<file path="config.mk">
export PLATFORM = sky130hd
export DESIGN_NAME = fifo_rd_stream_a16d32_flat
export DESIGN_NICKNAME = d
export VERILOG_FILES = /design/src/rtl/fifo_rd_stream_a16d32_pkg.sv /design/src/rtl/fifo_rd_stream_a16d32_if.sv /design/src/rtl/fifo_rd_stream_a16d32_skid2.sv /design/src/rtl/fifo_rd_stream_a16d32.sv /design/src/flat_wrapper.sv
export SDC_FILE = /design/constraint.sdc
export NUM_CORES = 1
export LEC_CHECK = 0
export BUFFER_PORTS_ARGS = -buffer_cell sky130_fd_sc_hd__buf_2
export CAP_MARGIN = 20
export CORE_ASPECT_RATIO = 0.5
export CORE_UTILIZATION = 36
export CTS_BUF_LIST = sky130_fd_sc_hd__clkbuf_8 sky130_fd_sc_hd__clkbuf_16
export DETAILED_ROUTE_END_ITERATION = 8
export GPL_ROUTABILITY_DRIVEN = 1
export PLACE_DENSITY_LB_ADDON = 0.15
export SLEW_MARGIN = 40
export SYNTH_ARGS = -nofsm -noshare
export SYNTH_HDL_FRONTEND = slang
export SYNTH_SLANG_ARGS = --single-unit
</file>
<file path="constraint.sdc">
create_clock -name clk -period 3.46 [get_ports clk]
set_clock_uncertainty 0.2 [all_clocks]
set_input_delay 0.519 -clock clk [delete_from_list [all_inputs] [get_ports clk]]
set_output_delay 0.519 -clock clk [all_outputs]
set_load 0.05 [all_outputs]
</file>
<file path="src/rtl/fifo_rd_stream_a16d32_pkg.sv">
// Shared constants and occupancy encoding for the a16d32 FIFO read-side stream.
package fifo_pkg;

  localparam int DEF_PTR_WIDTH = 4;
  localparam int DEF_DAT_WIDTH = 32;
  localparam int DEF_CNT_WIDTH = 16;
  localparam int SKID_DEPTH    = 2;

  typedef enum logic [1:0] {
    OCC_EMPTY = 2'd0,
    OCC_ONE   = 2'd1,
    OCC_TWO   = 2'd2
  } occ_e;

endpackage

</file>
<file path="src/rtl/fifo_rd_stream_a16d32_if.sv">
// FIFO read-port and output-stream bundle; master is the drain engine, slave the environment.
interface fifo_rd_stream_a16d32_if
  import fifo_pkg::*;
#(
  parameter int DAT_WIDTH = DEF_DAT_WIDTH,
  parameter int CNT_WIDTH = DEF_CNT_WIDTH
);
  logic                 fifo_empty;
  logic [DAT_WIDTH-1:0] fifo_rd_data;
  logic                 fifo_rd_empty_err;
  logic                 fifo_rd_op;
  logic                 out_valid;
  logic                 out_ready;
  logic [DAT_WIDTH-1:0] out_data;
  logic [1:0]           out_level;
  logic [CNT_WIDTH-1:0] rd_cnt;
  logic                 err_sticky;

  modport master (
    input  fifo_empty, fifo_rd_data, fifo_rd_empty_err, out_ready,
    output fifo_rd_op, out_valid, out_data, out_level, rd_cnt, err_sticky
  );

  modport slave (
    output fifo_empty, fifo_rd_data, fifo_rd_empty_err, out_ready,
    input  fifo_rd_op, out_valid, out_data, out_level, rd_cnt, err_sticky
  );
endinterface

</file>
<file path="src/rtl/fifo_rd_stream_a16d32_skid2.sv">
// Two-entry head/tail skid buffer absorbing the RF read latency; head is the visible word.
module fifo_rd_skid2
  import fifo_pkg::*;
#(
  parameter int DATA_W = DEF_DAT_WIDTH
) (
  input  logic              clk,
  input  logic              reset_n,
  input  logic              i_clear,
  input  logic              i_push,
  input  logic [DATA_W-1:0] i_push_data,
  input  logic              i_pop,
  output logic [DATA_W-1:0] o_head,
  output occ_e              o_occ,
  output logic              o_ovf
);
  occ_e              r_occ, w_occ_nxt;
  logic [DATA_W-1:0] r_head, r_tail;
  logic              w_ld_head_in, w_ld_head_tail, w_ld_tail, w_ovf;

  always_ff @(posedge clk or negedge reset_n) begin
    if (!reset_n) r_occ <= OCC_EMPTY;
    else          r_occ <= w_occ_nxt;
  end

  always_comb begin
    w_occ_nxt      = r_occ;
    w_ld_head_in   = 1'b0;
    w_ld_head_tail = 1'b0;
    w_ld_tail      = 1'b0;
    w_ovf          = 1'b0;
    if (i_clear) begin
      w_occ_nxt = OCC_EMPTY;
    end else begin
      case (r_occ)
        OCC_EMPTY: if (i_push) begin
          w_ld_head_in = 1'b1;
          w_occ_nxt    = OCC_ONE;
        end
        OCC_ONE: begin
          if (i_push && i_pop) w_ld_head_in = 1'b1;
          else if (i_push) begin
            w_ld_tail = 1'b1;
            w_occ_nxt = OCC_TWO;
          end else if (i_pop) w_occ_nxt = OCC_EMPTY;
        end
        OCC_TWO: begin
          if (i_pop) begin
            w_ld_head_tail = 1'b1;
            if (i_push) w_ld_tail = 1'b1;
            else        w_occ_nxt = OCC_ONE;
          end else if (i_push) begin
            // Full with no drain: the returning word has nowhere to go.
            w_ovf = 1'b1;
          end
        end
        default: w_occ_nxt = OCC_EMPTY;
      endcase
    end
  end

  always_ff @(posedge clk or negedge reset_n) begin
    if (!reset_n) begin
      r_head <= '0;
      r_tail <= '0;
    end else begin
      if (w_ld_head_in)        r_head <= i_push_data;
      else if (w_ld_head_tail) r_head <= r_tail;
      if (w_ld_tail)           r_tail <= i_push_data;
    end
  end

  assign o_head = r_head;
  assign o_occ  = r_occ;
  assign o_ovf  = w_ovf;
endmodule

</file>
<file path="src/rtl/fifo_rd_stream_a16d32.sv">
// FIFO drain engine: issues reads, tracks the in-flight RF return, presents a valid/ready stream.
module fifo_rd_stream_a16d32
  import fifo_pkg::*;
#(
  parameter int DAT_WIDTH = DEF_DAT_WIDTH,
  parameter int CNT_WIDTH = DEF_CNT_WIDTH
) (
  input  logic                           clk,
  input  logic                           reset_n,
  input  logic                           sreset_n,
  fifo_rd_stream_a16d32_if.master        bus
);
  logic                 r_inflight;
  logic [CNT_WIDTH-1:0] r_rd_cnt;
  logic                 r_err;
  occ_e                 w_occ;
  logic [DAT_WIDTH-1:0] w_head;
  logic                 w_valid, w_pop, w_ovf, w_rd_op;
  logic [2:0]           w_occ_after;

  assign w_valid     = (w_occ != OCC_EMPTY);
  assign w_pop       = w_valid & bus.out_ready;
  assign w_occ_after = {1'b0, w_occ} + {2'b00, r_inflight} - {2'b00, w_pop};
  // Issue only if the word would still fit once the in-flight return lands.
  assign w_rd_op     = reset_n & sreset_n & ~bus.fifo_empty & (w_occ_after < 3'(SKID_DEPTH));

  always_ff @(posedge clk or negedge reset_n) begin
    if (!reset_n) begin
      r_inflight <= 1'b0;
      r_rd_cnt   <= '0;
      r_err      <= 1'b0;
    end else if (!sreset_n) begin
      r_inflight <= 1'b0;
      r_rd_cnt   <= '0;
      r_err      <= 1'b0;
    end else begin
      r_inflight <= w_rd_op;
      if (w_pop)                             r_rd_cnt <= r_rd_cnt + 1'b1;
      if (bus.fifo_rd_empty_err || w_ovf)    r_err    <= 1'b1;
    end
  end

  fifo_rd_skid2 #(.DATA_W(DAT_WIDTH)) u_skid (
    .clk         (clk),
    .reset_n     (reset_n),
    .i_clear     (~sreset_n),
    .i_push      (r_inflight),
    .i_push_data (bus.fifo_rd_data),
    .i_pop       (w_pop),
    .o_head      (w_head),
    .o_occ       (w_occ),
    .o_ovf       (w_ovf)
  );

  assign bus.fifo_rd_op = w_rd_op;
  assign bus.out_valid  = w_valid;
  assign bus.out_data   = w_head;
  assign bus.out_level  = w_occ;
  assign bus.rd_cnt     = r_rd_cnt;
  assign bus.err_sticky = r_err;
endmodule

</file>
<file path="src/flat_wrapper.sv">
// flat-port wrapper written by rule: the top's interface ports become plain ports
module fifo_rd_stream_a16d32_flat import fifo_pkg::*;
#(
  parameter int DAT_WIDTH = DEF_DAT_WIDTH,
  parameter int CNT_WIDTH = DEF_CNT_WIDTH
)
  (clk, reset_n, sreset_n, bus_fifo_empty, bus_fifo_rd_data, bus_fifo_rd_empty_err, bus_out_ready, bus_fifo_rd_op, bus_out_valid, bus_out_data, bus_out_level, bus_rd_cnt, bus_err_sticky);
  fifo_rd_stream_a16d32_if #(.DAT_WIDTH(DAT_WIDTH), .CNT_WIDTH(CNT_WIDTH)) bus_i ();
  input  logic clk;
  input  logic reset_n;
  input  logic sreset_n;
  input wire logic [$bits(bus_i.fifo_empty)-1:0] bus_fifo_empty;
  input wire logic [$bits(bus_i.fifo_rd_data)-1:0] bus_fifo_rd_data;
  input wire logic [$bits(bus_i.fifo_rd_empty_err)-1:0] bus_fifo_rd_empty_err;
  input wire logic [$bits(bus_i.out_ready)-1:0] bus_out_ready;
  output wire logic [$bits(bus_i.fifo_rd_op)-1:0] bus_fifo_rd_op;
  output wire logic [$bits(bus_i.out_valid)-1:0] bus_out_valid;
  output wire logic [$bits(bus_i.out_data)-1:0] bus_out_data;
  output wire logic [$bits(bus_i.out_level)-1:0] bus_out_level;
  output wire logic [$bits(bus_i.rd_cnt)-1:0] bus_rd_cnt;
  output wire logic [$bits(bus_i.err_sticky)-1:0] bus_err_sticky;
  assign bus_i.fifo_empty = bus_fifo_empty;
  assign bus_i.fifo_rd_data = bus_fifo_rd_data;
  assign bus_i.fifo_rd_empty_err = bus_fifo_rd_empty_err;
  assign bus_i.out_ready = bus_out_ready;
  assign bus_fifo_rd_op = bus_i.fifo_rd_op;
  assign bus_out_valid = bus_i.out_valid;
  assign bus_out_data = bus_i.out_data;
  assign bus_out_level = bus_i.out_level;
  assign bus_rd_cnt = bus_i.rd_cnt;
  assign bus_err_sticky = bus_i.err_sticky;
  fifo_rd_stream_a16d32 #(.DAT_WIDTH(DAT_WIDTH), .CNT_WIDTH(CNT_WIDTH)) u_core (.clk(clk), .reset_n(reset_n), .sreset_n(sreset_n), .bus(bus_i));
endmodule
</file>
* Word-level counts from Yosys, hierarchy flattened
Index checks and enable logic that the tools add are counted.
** Word-level totals
- Logic and storage cells :: 59
- Bits in registers :: 84
- Input port bits :: 38
- Output and inout port bits :: 53
** Operators by class
- Reduce and logical (&&, ||, !) cells :: 6
- Bitwise logic cells :: 5
- Multiplexer cells :: 29
- $lt $le $gt $ge :: 1
- $add $sub $neg :: 3
- Eq/ne operators :: 9
** Operator list (count)
- 32-bit two-way mux :: 2
- 16-bit two-way mux :: 2
- 16-bit by 1-bit adder with 16-bit output (second input constant) :: 1
- 1-bit two-way mux :: 15
- 2-bit two-way mux :: 7
- 3-bit inequality test (second input constant) :: 3
- 2-bit case mux with 3 select lines :: 1
- 5-bit AND reduction :: 1
- 1-bit bitwise AND :: 4
- 2-bit by 1-bit inequality test with 1-bit output (second input constant) :: 2
- 4-bit by 3-bit inequality test with 1-bit output (second input constant) :: 1
- 1-bit case mux with 2 select lines :: 2
- 2-bit nonzero test :: 2
- 2-bit by 1-bit adder with 3-bit output :: 1
- 3-bit by 2-bit < comparator with 1-bit output (second input constant) :: 1
- 3-bit by 2-bit inequality test with 1-bit output (second input constant) :: 1
- 3-bit by 1-bit subtractor with 3-bit output :: 1
- 2-bit by 1-bit == test with 1-bit output (second input constant) :: 1
- 2-bit == test (second input constant) :: 1
- 2-bit zero test :: 1
- 1-bit logical AND :: 1
- 1-bit logical OR :: 1
- 1-bit NOT :: 1

* Logic depth before layout (Yosys ltp)
Gate-level depths: netlist of run 1.
- Depth after elaboration :: 8
- Gate-level depth with buffers :: 10
- Mapped depth without buffers :: 9

* Hierarchy
From an unflattened synthesis of run 1, not the netlist that was laid out.
** Unflattened totals
- Cell total of the unflattened synthesis :: 332
- Area total of the unflattened synthesis :: 3920.0 um^2
** Modules (own cells, without submodules)
- fifo_rd_skid2 :: sequential area each 1651.6 um^2, cells an instance 235, area each 2946.6 um^2, instances 1
- fifo_rd_stream_a16d32 :: sequential area each 450.4 um^2, cells an instance 97, area each 973.4 um^2, instances 1

* Worst setup path before layout of run 1
OpenSTA, ideal clock, no wires.
- Path type :: flip-flop to output port
- From :: register u_core.u_skid.r_occ[1] (netlist: u_core.u_skid.o_occ[1])
- To :: output port bus_fifo_rd_op
- Setup slack :: -1.158 ns
- Cell stages (with the launch flop) :: 11
- Data arrival time :: 3.899 ns
- Cell sequence :: dfrtp_1 -> inv_1 -> ha_1 -> nor2b_1 -> buf_2 -> inv_1 -> ha_1 -> nand2b_1 -> fa_1 -> nand2_1 -> nor4_1
** On the way
- Longest elaborated chain between the ends :: 5
- Elaborated cells on any way between the ends :: 6
** Ends and longest elaborated chain
- from (decl) :: line fifo_rd_stream_a16d32_skid2.sv:17 : occ_e r_occ, w_occ_nxt;
- from (signal assigned) :: line fifo_rd_stream_a16d32_skid2.sv:23 : else r_occ <= w_occ_nxt;
- branches (longest 2 deep; another with 2-bit by 1-bit adder with 3-bit output)
- 3-bit by 1-bit subtractor with 3-bit output * :: line fifo_rd_stream_a16d32.sv:23 : assign w_occ_after = {1'b0, w_occ} + {2'b00, r_inflight} - {2'b00, w_pop};
- 3-bit by 2-bit < comparator with 1-bit output * :: line fifo_rd_stream_a16d32.sv:25 : assign w_rd_op = reset_n & sreset_n & ~bus.fifo_empty & (w_occ_after < 3'(SKID_DEPTH));
- 1-bit bitwise AND * :: line fifo_rd_stream_a16d32.sv:25
- to (decl) :: line flat_wrapper.sv:16 : output wire logic [$bits(bus_i.fifo_rd_op)-1:0] bus_fifo_rd_op;
Mark *: on every way between the ends.

* Final worst setup path of run 1
- From :: register u_core.u_skid.r_occ[0] (netlist: u_core.u_skid.o_occ[0])
- To :: output port bus_fifo_rd_op
The elaborated chain is that of the path after synthesis.

==> results.txt, run 1 <==
Post-synth top flop: dfrtp_1
WL per Instance: 14.4 um
Critical Path RT: 2.74 ns
CP max FO: 7
Post-Syn Area: 3750 um^2
Fin area: 4800 um^2
RePlAce Congestion: 0.749
Flops & latches, synth: 84
First-pass GRT wire length: 13300 um
Max-cap violations: 0
Synth cell count leaders: 84 x dfrtp_1, 40 x nand2_1, 37 x o21ai_0
Top cells by area, synth: dfrtp_1 56%, mux2_2 9.6%, mux2i_1 9.1%
Timing startpoint of the critical path: u_core.u_skid.o_occ[0]
Setup_tns: 0 ns
Yosys top cell by area: dfrtp_1
First drt pass iteration count: 4
Pwr Density: 863 nW/um^2
Remaining antenna violation count: 0
Endpoint type of the worst setup path: output pin
GRT Overall Usage: 15.7%
Final worst path period share: 95.4%
Hold Crit Class: input pin to flop
DRC errors left: 0
Fin util: 49.2%
Die X: 146 um
Mapped Nets: 369
Clock-pin slew on the worst setup and hold paths: 0.06 ns
Seq/Total Area, Yosys: 56.1%
Post-DP HPWL: 5700 um
WS Path Type: flop to output pin
Crit path time final: 3.30 ns
WL final: 8060 um
Lkg Pwr: 2.51 nW
Post-DR vias/cell: 4.86
Final nets: 463
Number of global-route vias before repair: 2772
Final hold vios: 0
Layout area overhead: 28.1%
Grt total ovfl: 0
Root Buffer: clkbuf_16
Initial Utilization: 38.4%
Row cnt: 25
Depth of the worst register-to-register path: 8
Slew margin rel.: 53.6%
DR vias: 2712
Share of cells above drive strength 1: 38.5%
RSZ-0062 raised after global routing: no
Fill count: 921
CTS tree: done
Sequential cell area: 2100 um^2
Synth top area share: 56.1%
Top-count cell post-synth: dfrtp_1
Die Span Y: 74.2 um
Largest net degree at the start of global routing: 65
Slew Viols, Final: 0
Die Area: 10900 um^2
Setup crit start kind: flop
Status: finished clean
Yosys warnings: 0
IO Count: 91
H-tree depth: 3
Slew @ Worst Pin: 0.696 ns
Fraction of registers with async set/reset: 100%
DRT iter0 DRCs: 82
Core area: 9760 um^2
Multi-input gate area: 1620 um^2
Final Setup Violations: 0
Synth cell types: 31
Max clock buf depth: 2
Cells after Synth: 324
VDD IR-drop max: 429 uV
DP Area: 4430 um^2
Critical path destination: bus_fifo_rd_op
Post-synth EDFFs: 0
CTS Buf Count: 9
Worst skew pair latency: 0.33 ns
Overall power: 0.00415 W
Ant. Diodes: 0
Fmax: 303 MHz
Data arrival, critical path: 2.58 ns
Initial antenna violation count: 0
R2r endpoint: u_core.u_skid.r_tail[9]
R2R Path Start: u_core.u_skid.o_occ[0]
Syn avg cell area: 11.6 um^2
IO Port Bufs: 90
Clock sinks: 84
Reg2reg setup slack: 0.98 ns
==> kinds of logic (layout without fill, tap and decap cells) <==
| group | count (synthesis) | in the layout | synth area share (%) |
|---|---|---|---|
| compound gates | 49 | 49 | 6.91 |
| xor+xnor | 11 | 11 | 2.57 |
| fa+ha+maj | 7 | 7 | 2.54 |
| buf+inv | 24 | 123 | 2.67 |
| flops | 84 | 84 | 56.1 |
| mux | 66 | 66 | 18.7 |
| simple gates | 83 | 83 | 10.6 |
==> area by class of cell <==
| type | instances | share of cell area, % |
|---|---|---|
| tap | 135 | 3.52 |
| multi-input combinational | 216 | 33.7 |
| timing repair buffer | 99 | 11.3 |
| clock buffer | 9 | 4.69 |
| clock inverter | 7 | 2.37 |
| sequential | 84 | 43.8 |
| inverter | 8 | 0.625 |
==> registers in the layout, indices dropped and copies added, names as in the netlist <==
register	count
u_core.u_skid.r_tail	32
u_core.r_inflight	1
u_core.u_skid.o_occ	2
u_core.bus.rd_cnt	16
u_core.bus.err_sticky	1
u_core.u_skid.o_head	32
==> per-stage QoR <==
stage          instances  setup WS [ns]  hold WS [ns]
2_1_floorplan        324         0.0351        0.0234
3_3_place_gp         539          0.335         0.287
3_5_place_dp         539          0.299         0.295
4_1_cts              556        0.00311         0.178
5_1_grt              558         0.0279         0.176
6_report             558          0.161         0.193
==> how the worst min path moves through the flow <==
stage	end	cells after the start	slack, ns	startpoint
2_1_floorplan	u_core.bus.err_sticky	0	0.02	reset_n
3_3_place_gp	u_core.bus.err_sticky	2	0.29	u_core.bus.err_sticky
3_5_place_dp	u_core.u_skid.r_tail[7]	1	0.29	u_core.u_skid.r_tail[7]
4_1_cts	u_core.r_inflight	2	0.18	bus_fifo_empty
5_1_grt	u_core.r_inflight	2	0.18	bus_fifo_empty
6_report	u_core.r_inflight	2	0.19	bus_fifo_empty
==> cell usage in the layout, fill, tap and decap left out, types with 4 or more instances in the layout <==
master,instances
nand4_1,6
inv_1,5
clkbuf_16,9
mux2i_1,34
buf_4,8
ha_1,4
buf_2,88
o21ai_0,37
mux2_2,32
xnor2_1,4
xor2_1,7
dfrtp_1,82
nand2_1,39
or3_1,4
nor2_1,12
a21oi_1,7
==> metal layers <==
layer	part of all wire (%)	vias up	track usage [%]
li1	-	1317	-
met1	43	1333	18.1
met2	51	52	28.6
met3	4.7	10	4.85
met4	1.2	0	4.98
met5	0	-	0
==> repair_timing <==
action / 4_1_cts / 5_1_grt
pin swaps: 0 / 1
setup buffers: 0 / 2
hold endpoints to repair: 36 / 0
resized for setup: 1 / 2
hold buffers: 1 / 0
endpoints found under the setup margin: 1 / 1
==> where the power goes <==
group	switching (W)	internal, W	leakage [nW]
Clock	0.000376	0.000703	0.170
Combinational	0.00110	0.000455	1.22
Sequential	0.000188	0.00133	1.12
==> worst max-delay path, cell delays in order, from the launching register on <==
cell	delay (ns)
dfrtp_2	0.42
inv_2	0.08
ha_4	0.18
nor2b_2	0.14
inv_2	0.07
ha_4	0.20
nand2b_4	0.13
fa_1	0.51
nand2_2	0.08
nor4_4	0.24
buf_6	0.19
Note: power is estimated with default switching activity, not from simulation.
==> run 2, diff against run 1 <==
Settings changed: CTS_BUF_LIST sky130_fd_sc_hd__clkbuf_8 sky130_fd_sc_hd__clkbuf_16 to sky130_fd_sc_hd__clkbuf_8.
==> run 2 against run 1 <==
Global-route usage decreased by 0.17 points; maximum frequency decreased by 0.39%; flip-flop and latch count unchanged; clock-buffer cell count unchanged; first-iteration DRC count increased by 4.9%; cell area decreased by 2.1%; final cell count unchanged; sequential share of layout area increased by 0.94 points; non-clock buffer count unchanged; die area unchanged; combinational power about the same; largest power group unchanged.
==> results.txt, run 2 (synthesis results as in run 1) <==
Status: finished clean
Row cnt: 25 (unchanged)
WS Path Type: flop to output pin
Slew margin rel.: 55.8% (+2.3 points)
IO Count: 91 (unchanged)
Hold Crit Class: input pin to flop
Max clock buf depth: 2 (unchanged)
Root Buffer: clkbuf_8
Final Non-Filler Cells: 558 (unchanged)
Pwr Density: 826 nW/um^2 (-4.3%)
Endpoint type of the worst setup path: output pin
Remaining antenna violation count: 0 (unchanged)
Post-DR vias/cell: 4.85 (-0.15%)
Critical Path RT: 2.74 ns (about the same)
Layout area overhead: 25.4%
Post-DP HPWL: 5700 um (unchanged)
DRT iter0 DRCs: 86 (+4.9%)
Worst skew pair latency: 0.35 ns (+0.02 ns)
Clock sinks: 84 (unchanged)
Lkg Pwr: 2.46 nW (-1.8%)
CTS Buf Count: 9 (unchanged)
IO Port Bufs: 90 (unchanged)
First-pass GRT wire length: 13200 um (-1.1%)
Fin area: 4700 um^2 (-2.1%)
Die Span Y: 74.2 um (unchanged)
Fill count: 929 (+0.87%)
WL final: 7970 um (-1.1%)
RePlAce Congestion: 0.749 (unchanged)
Initial Utilization: 38.4% (unchanged)
VDD IR-drop max: 413 uV (-3.6%)
Share of cells above drive strength 1: 38.5% (unchanged)
Fin util: 48.2% (-1.0 points)
Crit path time final: 3.31 ns (+0.0130 ns)
Die X: 146 um (unchanged)
Number of global-route vias before repair: 2779 (+0.25%)
CP max FO: 7 (unchanged)
Final hold vios: 0 (unchanged)
GRT Overall Usage: 15.5% (-0.17 points)
Largest net degree at the start of global routing: 65 (unchanged)
Final Setup Violations: 0 (unchanged)
Grt total ovfl: 0 (unchanged)
Commonest non-fill, non-tap cell in the layout: buf_2
Core area: 9760 um^2 (unchanged)
Final worst path period share: 95.7% (+0.38 points)
DP Cell Count: 539 (unchanged)
CTS tree: done
Setup crit start kind: flop
Fmax: 302 MHz (-0.39%)
H-tree depth: 3 (unchanged)
Ant. Diodes: 0 (unchanged)
Final nets: 463 (unchanged)
DR vias: 2708 (-0.15%)
Slew @ Worst Pin: 0.662 ns (-0.0342 ns)
Most frequent cells in the layout: 88 x buf_2, 82 x dfrtp_1, 39 x nand2_1
DP Area: 4430 um^2 (unchanged)
Initial antenna violation count: 0 (unchanged)
Die Area: 10900 um^2 (unchanged)
Clock-pin slew on the worst setup and hold paths: 0.08 ns (+0.02 ns)
Setup_tns: 0 ns (unchanged)
Max-cap violations: 0 (unchanged)
WL per Instance: 14.3 um (-1.1%)
First drt pass iteration count: 4 (unchanged)
Data arrival, critical path: 2.59 ns (about the same)
DRC errors left: 0 (unchanged)
Slew Viols, Final: 0 (unchanged)
run 2: cell counts in the layout (fill, tap and decap cells not counted):
Identical to the previous run, type by type.
run 2: power breakdown:
group / switching, W / internal [W]
clock network: 0.000346 / 0.000478
registers: 0.000186 / 0.00132
logic: 0.00109 / 0.000455
run 2: through the flow:
| stage | hold WS, ns | worst slack [ns] | total power [W] |
|---|---|---|---|
| after global routing | 0.140 | -0.00813 | 0.00410 |
| after global placement | 0.287 | 0.335 | 0.00303 |
| final | 0.172 | 0.148 | 0.00388 |
| after CTS | 0.146 | 0.00453 | 0.00393 |
| after floorplan | 0.0234 | 0.0351 | 0.00268 |
| after detailed placement | 0.295 | 0.299 | 0.00309 |
run 2: layout make-up:
class / count / area [um^2] / share of cell area, %
Multi-Input combinational cell: 216 / 1620 / 34.5
Clock buffer: 9 / 124 / 2.63
Sequential cell: 84 / 2100 / 44.7
Tap cell: 135 / 169 / 3.59
Timing Repair Buffer: 99 / 542 / 11.5
Clock inverter: 7 / 114 / 2.42
Inverter: 8 / 30.0 / 0.638
run 2: path summary, 6_finish.rpt:
path                                         start  cells past startpoint                  endpoint  slack, ns
min in group asynchronous                  reset_n                      2     u_core.bus.err_sticky       0.47
hold / removal                      bus_fifo_empty                      2         u_core.r_inflight       0.17
setup / recovery            u_core.u_skid.o_occ[0]                     10            bus_fifo_rd_op       0.15
hold reg to reg            u_core.u_skid.r_tail[1]                      1   u_core.u_skid.r_tail[1]       0.31
max in group asynchronous                  reset_n                      3  u_core.u_skid.r_tail[21]       1.60
setup reg to reg            u_core.u_skid.o_occ[0]                      8   u_core.u_skid.r_tail[9]       0.99
run 2: repair_timing:
| item | CTS | global route |
|---|---|---|
| setup buffers | 1 | 1 |
| endpoints found under the setup margin | 1 | 1 |
| endpoints found under the hold margin | 36 | 0 |
| hold buffers | 1 | 0 |
| pin swaps | 0 | 1 |
| gates resized for setup | 2 | 1 |
run 2: worst max-delay path, cell delays in order (launching register included):
cell and delay, ns:
dfrtp_2 0.43, inv_2 0.08, ha_4 0.18, nor2b_2 0.14, inv_2 0.07, ha_4 0.20, nand2b_4 0.13, fa_1 0.51
nand2_2 0.08, nor4_4 0.24, buf_6 0.19
run 2: routing by layer:
metal	routed length, um	global-route usage (%)
met5	0	0
met4	73	4.63
met3	379	5.03
met2	4100	28.5
met1	3420	17.7
